===== src/rtl/tile_pkg.sv =====
// Shared definitions for the tile read sequencer.
//   SIZE   : default number of tile-buffer lanes
//   AW     : default per-lane read address width
//   DATA_W : width of one tile-buffer read word
//   state_t: sequencer FSM states
package tile_pkg;
  localparam int SIZE   = 8;
  localparam int AW     = 10;
  localparam int DATA_W = 128;

  typedef enum logic [1:0] {IDLE, RUN, DRAIN} state_t;
endpackage


===== src/rtl/tile_lane_skew.sv =====
// One lane of the systolic read skew. Lane LANE reads row (t - LANE) when
// that row lies inside the tile, so each lane trails its neighbour by one
// issue slot.
//   clock, reset_n : clock, synchronous active-low reset
//   issue          : an issue slot happens this cycle (not paused)
//   t              : issue counter for this slot
//   base, len      : tile base row address and row count
//   enb, addr      : registered read enable / address for this lane
//   lane_valid     : enb delayed one cycle (read data valid)
module tile_lane_skew #(
  parameter int AW   = 10,
  parameter int TW   = 12,
  parameter int LANE = 0
) (
  input  logic          clock,
  input  logic          reset_n,
  input  logic          issue,
  input  logic [TW-1:0] t,
  input  logic [AW-1:0] base,
  input  logic [AW:0]   len,
  output logic          enb,
  output logic [AW-1:0] addr,
  output logic          lane_valid
);

  logic [TW-1:0] off;
  logic          hit;

  // off only means something when t >= LANE; hit gates on that first
  assign off = t - TW'(LANE);
  assign hit = issue && (t >= TW'(LANE)) && (off < TW'(len));

  always_ff @(posedge clock) begin
    if (!reset_n) begin
      enb        <= 1'b0;
      addr       <= '0;
      lane_valid <= 1'b0;
    end else begin
      enb        <= hit;
      lane_valid <= enb;
      // address holds while the lane is idle or paused
      if (hit) addr <= base + off[AW-1:0];
    end
  end

endmodule


===== src/rtl/tile_read_sequencer.sv =====
// Tile read sequencer: on an accepted start, issues L+SIZE-1 non-paused slots
// to SIZE tile-buffer lanes with a one-slot skew per lane, then drains one
// cycle with a done pulse.
//   clock, reset_n        : clock, synchronous active-low reset
//   start                 : read one tile (sampled in IDLE only)
//   base_addr, length     : tile base row and row count (latched on start)
//   pause                 : back-pressure, freezes issue
//   enb, addrb            : per-lane read enable / packed addresses
//   lane_valid            : per-lane read data valid (enb delayed 1)
//   busy, done            : in RUN/DRAIN, one-cycle completion pulse
module tile_read_sequencer
  import tile_pkg::*;
#(
  parameter int SIZE = tile_pkg::SIZE,
  parameter int AW   = tile_pkg::AW
) (
  input  logic                 clock,
  input  logic                 reset_n,
  input  logic                 start,
  input  logic [AW-1:0]        base_addr,
  input  logic [AW:0]          length,
  input  logic                 pause,
  output logic [SIZE-1:0]      enb,
  output logic [SIZE*AW-1:0]   addrb,
  output logic [SIZE-1:0]      lane_valid,
  output logic                 busy,
  output logic                 done
);

  // counter must reach L+SIZE-1 with L up to 2^AW
  localparam int TW = AW + 2 + $clog2(SIZE);

  state_t                   state, state_nx;
  logic [TW-1:0]            t, t_nx, t_cur, t_end;
  logic [AW-1:0]            base_q, base_cur;
  logic [AW:0]              len_q, len_cur;
  logic                     accept, issue, done_nx;
  logic [SIZE-1:0][AW-1:0]  addr_q;

  // t has reached L+SIZE-1 once the last slot (t = L+SIZE-2) is issued
  assign t_end = TW'(len_q) + TW'(SIZE) - TW'(1);

  always_comb begin
    state_nx = state;
    t_cur    = t;
    base_cur = base_q;
    len_cur  = len_q;
    accept   = 1'b0;
    issue    = 1'b0;
    done_nx  = 1'b0;
    case (state)
      IDLE: begin
        // done high here means a zero-length tile just finished; a start in
        // that cycle is ignored
        if (start && !done) begin
          if (length == '0) begin
            done_nx = 1'b1;
          end else begin
            // slot t=0 is issued on the accepting edge so enb[0] rises in
            // the very next cycle; the lanes see the live inputs
            accept   = 1'b1;
            t_cur    = '0;
            base_cur = base_addr;
            len_cur  = length;
            issue    = !pause;
            state_nx = RUN;
          end
        end
      end
      RUN: begin
        if (t == t_end) begin
          state_nx = DRAIN;
          done_nx  = 1'b1;
        end else begin
          issue = !pause;
        end
      end
      DRAIN:   state_nx = IDLE;
      default: state_nx = IDLE;
    endcase
    t_nx = (state_nx == IDLE) ? '0 : t_cur + TW'(issue);
  end

  always_ff @(posedge clock) begin
    if (!reset_n) begin
      state  <= IDLE;
      t      <= '0;
      base_q <= '0;
      len_q  <= '0;
      busy   <= 1'b0;
      done   <= 1'b0;
    end else begin
      state <= state_nx;
      t     <= t_nx;
      if (accept) begin
        base_q <= base_addr;
        len_q  <= length;
      end
      busy <= (state_nx != IDLE);
      done <= done_nx;
    end
  end

  for (genvar k = 0; k < SIZE; k++) begin : g_lane
    tile_lane_skew #(.AW(AW), .TW(TW), .LANE(k)) u_lane (
      .clock      (clock),
      .reset_n    (reset_n),
      .issue      (issue),
      .t          (t_cur),
      .base       (base_cur),
      .len        (len_cur),
      .enb        (enb[k]),
      .addr       (addr_q[k]),
      .lane_valid (lane_valid[k])
    );
  end

  assign addrb = addr_q;

endmodule


===== config.mk =====
export PLATFORM = sky130hd
export DESIGN_NAME = tile_read_sequencer
export DESIGN_NICKNAME = d
export VERILOG_FILES = /design/src/rtl/tile_pkg.sv /design/src/rtl/tile_lane_skew.sv /design/src/rtl/tile_read_sequencer.sv
export SDC_FILE = /design/constraint.sdc
export NUM_CORES = 1
export LEC_CHECK = 0
export BUFFER_PORTS_ARGS = -buffer_cell sky130_fd_sc_hd__buf_2
export CORE_ASPECT_RATIO = 2
export CORE_UTILIZATION = 62
export CTS_BUF_LIST = sky130_fd_sc_hd__clkbuf_8
export DETAILED_ROUTE_END_ITERATION = 7
export GPL_TIMING_DRIVEN = 0
export HOLD_SLACK_MARGIN = 0.12
export PLACE_DENSITY = 0.95
export SETUP_SLACK_MARGIN = 0.15
export SLEW_MARGIN = 10
export SYNTH_ARGS = -nofsm -noshare
export SYNTH_HDL_FRONTEND = slang
export SYNTH_SLANG_ARGS = --single-unit

===== constraint.sdc =====
create_clock -name clock -period 7.5 [get_ports clock]
set_input_delay 1.5 -clock clock [delete_from_list [all_inputs] [get_ports clock]]
set_output_delay 1.5 -clock clock [all_outputs]
set_load 0.01 [all_outputs]

==> impl_metrics.xml <==
<?xml version="1.0" encoding="UTF-8"?>
<metrics>
  <group name="grt">
    <metric name="grt_pass1_wl" unit="mm">71.6</metric>
    <metric name="globalRouteTotalUtil" unit="">0.513</metric>
    <metric name="antenna_found_initial" unit="">0</metric>
    <metric name="grt_pass1_vias" unit="">12500</metric>
    <metric name="pin_count_of_the_biggest_net_entering_global_routing" unit="">17</metric>
    <metric name="gr_ovfl_total" unit="">0</metric>
  </group>
  <group name="routing">
    <metric name="post_detailed_routing_wire_length" unit="mm">48.3</metric>
    <metric name="routedWlPerCell" unit="um">26.6</metric>
    <metric name="drc_errors" unit="">14</metric>
    <metric name="drt_first_iter_violations" unit="">1136</metric>
    <metric name="routed_via_density" unit="">6.81</metric>
    <metric name="via_count" unit="">12300</metric>
    <metric name="postRouteAntennaNets" unit="">0</metric>
    <metric name="drt-pass1-iter-count" unit="">8</metric>
  </group>
  <group name="power">
    <metric name="total_switching_power" unit="mW">0.760</metric>
    <metric name="share_of_power_burned_in_the_clock_network" unit="">0.317</metric>
    <metric name="vdd_drop_max" unit="mV">0.147</metric>
    <metric name="comb_power_share" unit="">0.307</metric>
    <metric name="sequential_cell_fraction_of_total_power" unit="">0.376</metric>
    <metric name="intPower" unit="mW">1.22</metric>
    <metric name="swShare" unit="">0.383</metric>
    <metric name="leakage" unit="nW">5.87</metric>
    <metric name="power_density_over_cell_area" unit="mW/mm2">154</metric>
  </group>
  <group name="sta">
    <metric name="layout_worst_path_cycle_share" unit="">0.984</metric>
    <metric name="final_period_minus_worst_setup_slack" unit="ns">7.38</metric>
    <metric name="maxClockFrequency" unit="GHz">0.136</metric>
    <metric name="clock-skew-final" unit="ns">0.0202</metric>
    <metric name="worst-slew-pin-transition" unit="ns">1.15</metric>
    <metric name="hold_viol_final" unit="">0</metric>
    <metric name="rsz0062_at_grt" unit="">no</metric>
    <metric name="timing_max_transition_violations_final" unit="">0</metric>
    <metric name="setup_violations" unit="">0</metric>
    <metric name="relSlewSlack" unit="">0.229</metric>
  </group>
  <group name="synth">
    <metric name="syn-cell-area" unit="mm2">0.0114</metric>
    <metric name="compound_cell_area_share_of_the_yosys_netlist" unit="">0.180</metric>
    <metric name="synth_area_per_cell" unit="um2">7.92</metric>
    <metric name="synth_edf_count" unit="">0</metric>
    <metric name="yosysWarnings" unit="">0</metric>
    <metric name="post_synthesis_mux_area_share" unit="">0.0624</metric>
    <metric name="ys_types" unit="">76</metric>
    <metric name="postSynthRegisterBits" unit="">136</metric>
    <metric name="ys_seq_area_frac" unit="">0.239</metric>
    <metric name="post_synthesis_share_of_cell_area_spent_on_xor_and_xnor_gates" unit="">0.0969</metric>
    <metric name="synth_simple_gate_area_share" unit="">0.214</metric>
    <metric name="synth_top_family_by_area" unit="">simple AND/OR/NAND/NOR gates</metric>
    <metric name="mappedNetlistNets" unit="">1599</metric>
    <metric name="main_flop_type_after_synthesis" unit="">sky130_fd_sc_hd__dfxtp_1</metric>
    <metric name="asyncSetResetFlopFracSynth" unit="">0</metric>
    <metric name="syn-instance-count" unit="">1438</metric>
    <metric name="synth_adder_area_share" unit="">0.154</metric>
  </group>
  <group name="floorplan">
    <metric name="initial_core_util" unit="">0.638</metric>
    <metric name="rows" unit="">69</metric>
    <metric name="die_height" unit="um">194</metric>
    <metric name="fp.coreArea" unit="mm2">0.0179</metric>
    <metric name="ios" unit="">123</metric>
    <metric name="die_area" unit="mm2">0.0190</metric>
    <metric name="fp.dieW" unit="um">97.9</metric>
  </group>
  <group name="layout">
    <metric name="seqCellArea" unit="mm2">0.00272</metric>
    <metric name="n_fill_cell" unit="">1402</metric>
    <metric name="layout_commonest_cell" unit="">sky130_fd_sc_hd__nand2_1</metric>
    <metric name="num_antenna_cells" unit="">0</metric>
    <metric name="drive_gt1_frac" unit="">0.150</metric>
    <metric name="layout.cells.most_common_list" unit="">sky130_fd_sc_hd__nand2_1, sky130_fd_sc_hd__nor2_1, sky130_fd_sc_hd__dfxtp_1, sky130_fd_sc_hd__buf_2, sky130_fd_sc_hd__ha_1</metric>
    <metric name="syn2layout_area_growth" unit="%">12.8</metric>
    <metric name="finish.instance_area" unit="mm2">0.0129</metric>
    <metric name="final_cell_count_no_fill" unit="">1813</metric>
    <metric name="finish.net_count" unit="">1749</metric>
    <metric name="multi_input_area" unit="mm2">0.00816</metric>
  </group>
  <group name="worst_setup_path">
    <metric name="critPathCaptureType" unit="">register</metric>
    <metric name="critical_path.max_fanout" unit="">10</metric>
    <metric name="worst_path_largest_cell_delay" unit="ns">0.74</metric>
    <metric name="worst_ep_arrival_time" unit="ns">7.76</metric>
    <metric name="reg2reg_slack" unit="ns">0.85</metric>
    <metric name="cp_cell_sequence" unit="">buf_2 -&gt; or4_1 -&gt; o31ai_4 -&gt; buf_6 -&gt; buf_4 -&gt; buf_4 -&gt; clkbuf_4 -&gt; clkbuf_1 -&gt; buf_1 -&gt; nand3_1 -&gt; ha_1 -&gt; nand4_1 -&gt; nor2_1 -&gt; a211oi_1 -&gt; o2111a_1 -&gt; o211ai_1 -&gt; nor4_4 -&gt; buf_2 -&gt; mux2i_1 -&gt; nor2_1</metric>
    <metric name="start_kind" unit="">input port</metric>
    <metric name="cp.required" unit="ns">7.88</metric>
    <metric name="cpMaxStageDelayCell" unit="">sky130_fd_sc_hd__clkbuf_1</metric>
    <metric name="worst-setup-path-type" unit="">input port to register</metric>
  </group>
  <group name="min_path">
    <metric name="holdCritPathClass" unit="">register to register</metric>
  </group>
  <group name="clock_tree">
    <metric name="clock_tree.htree_level_count" unit="">4</metric>
    <metric name="hold_buffers" unit="">0</metric>
    <metric name="tritoncts.num_buffers" unit="">17</metric>
    <metric name="cts-root-to-sink-buffers" unit="">2</metric>
    <metric name="cts_root_buf" unit="">sky130_fd_sc_hd__clkbuf_8</metric>
    <metric name="clk_transition_reported_paths" unit="ns">0.09</metric>
    <metric name="clk-insertion-delay-late" unit="ns">0.52</metric>
    <metric name="clkSinkCount" unit="">136</metric>
    <metric name="clock_tree_from_tritoncts" unit="">yes</metric>
  </group>
  <group name="placed_design">
    <metric name="dpl.cell_count" unit="">1779</metric>
    <metric name="io_buffers" unit="">121</metric>
    <metric name="placement.cell_area" unit="mm2">0.0124</metric>
    <metric name="place_congestion" unit="">1.08</metric>
    <metric name="dp_hpwl" unit="mm">36.3</metric>
  </group>
  <group name="outcome">
    <metric name="failed_checks" unit="">DRC</metric>
    <metric name="status" unit="">finished with violations</metric>
  </group>
  <group name="job">
    <metric name="cap_viol_max_count" unit="">0</metric>
  </group>
</metrics>
==> stage by stage <==
step | hold slack, ns | TNS, ns | util | total power, mW | worst slack [ns]
floorplan | 0.436 | 0 | - | 1.15 | 0.604
global placement | 0.443 | -72.01 | 0.686 | 1.29 | -2.06
detailed placement | 0.448 | -53.00 | 0.692 | 1.33 | -2.09
CTS | 0.462 | 0 | 0.717 | 1.93 | 0.167
global route | 0.488 | 0 | 0.719 | 2.04 | 0.159
finish | 0.461 | 0 | 0.719 | 1.99 | 0.122
==> worst max-delay path: cells and delay by family <==
family | cells | cell delay, ns
adder cells (fa/ha/maj) | 1 | 0.35
multiplexers | 1 | 0.24
AO/OA/AOI/OAI | 4 | 0.99
buffers and inverters | 8 | 2.98
AND/OR/NAND/NOR | 6 | 1.66
==> synthesized netlist by cell type, drive strengths merged (9+ instances only) <==
| cell | number | share of area |
|---|---|---|
| mux2i | 71 | 0.062 |
| and2 | 21 | 0.012 |
| or3 | 12 | 0.0066 |
| nand3 | 41 | 0.018 |
| o21ai | 67 | 0.029 |
| a21o | 29 | 0.019 |
| nor2 | 165 | 0.054 |
| xor2 | 40 | 0.031 |
| o21a | 9 | 0.0059 |
| nor3 | 30 | 0.013 |
| dfxtp | 136 | 0.24 |
| nor4 | 10 | 0.0094 |
| o211ai | 9 | 0.0064 |
| inv | 41 | 0.014 |
| and3 | 10 | 0.0055 |
| clkbuf | 49 | 0.016 |
| a21oi | 85 | 0.038 |
| ha | 132 | 0.14 |
| buf | 45 | 0.024 |
| xnor2 | 86 | 0.066 |
| nand4 | 23 | 0.013 |
| a211oi | 19 | 0.014 |
| nand2 | 172 | 0.057 |
==> cell families after synthesis <==
kind of cell    Yosys count
buf+inv                 135
xor+xnor                126
compound gates          310
flops                   136
fa+ha+maj               138
mux                      71
simple gates            522
==> final timing paths <==
path / start / to / cells after the start
worst max-delay path: length[0] / g_lane[5].u_lane.addr[6]$_SDFFE_PN0P_ / 20
worst max register to register: done$_SDFF_PN0_ / g_lane[0].u_lane.addr[9]$_SDFFE_PN0P_ / 17
worst min-delay path: g_lane[2].u_lane.addr[5]$_SDFFE_PN0P_ / g_lane[2].u_lane.addr[5]$_SDFFE_PN0P_ / 2
worst min register to register: g_lane[2].u_lane.addr[5]$_SDFFE_PN0P_ / g_lane[2].u_lane.addr[5]$_SDFFE_PN0P_ / 2
==> flip-flops by register name, indices dropped and copies added (netlist names) <==
signal	cells
g_lane.u_lane.addr	80
t	15
busy	1
g_lane.u_lane.lane_valid	8
g_lane.u_lane.enb	8
done	1
base_q	10
len_q	11
state	2
==> power groups by stage <==
stage | sequential, mW | clock [mW] | combinational (mW)
after CTS | 0.745 | 0.611 | 0.578
after global placement | 0.761 | 0 | 0.534
final | 0.745 | 0.630 | 0.610
after floorplan | 0.761 | 0 | 0.385
after detailed placement | 0.762 | 0 | 0.566
after global routing | 0.746 | 0.647 | 0.645
==> repair_timing <==
action / 4_1_cts / 5_1_grt
endpoints found under the setup margin: 49 / 23
gates resized for setup: 20 / 6
endpoints found under the hold margin: 0 / 0
pin swaps: 2 / 1
buffers inserted: 1 / 2
==> area by class of cell <==
cell class	count	share of cell area
multi-input combinational	1167	0.635
sequential	136	0.212
timing repair buffer	131	0.0544
buffer	94	0.0371
tap	213	0.0207
clock buffer	17	0.0182
inverter	41	0.0120
clock inverter	14	0.0108
==> routing by layer <==
metal | wire (um) | vias to the layer above | GRT usage
met5 | 0 | - | 0
met4 | 6000 | 0 | 0.538
met3 | 4570 | 392 | 0.150
met2 | 22800 | 855 | 0.851
met1 | 14900 | 5677 | 0.482
li1 | - | 5416 | -
No activity file was read; power rests on OpenSTA's default activity.
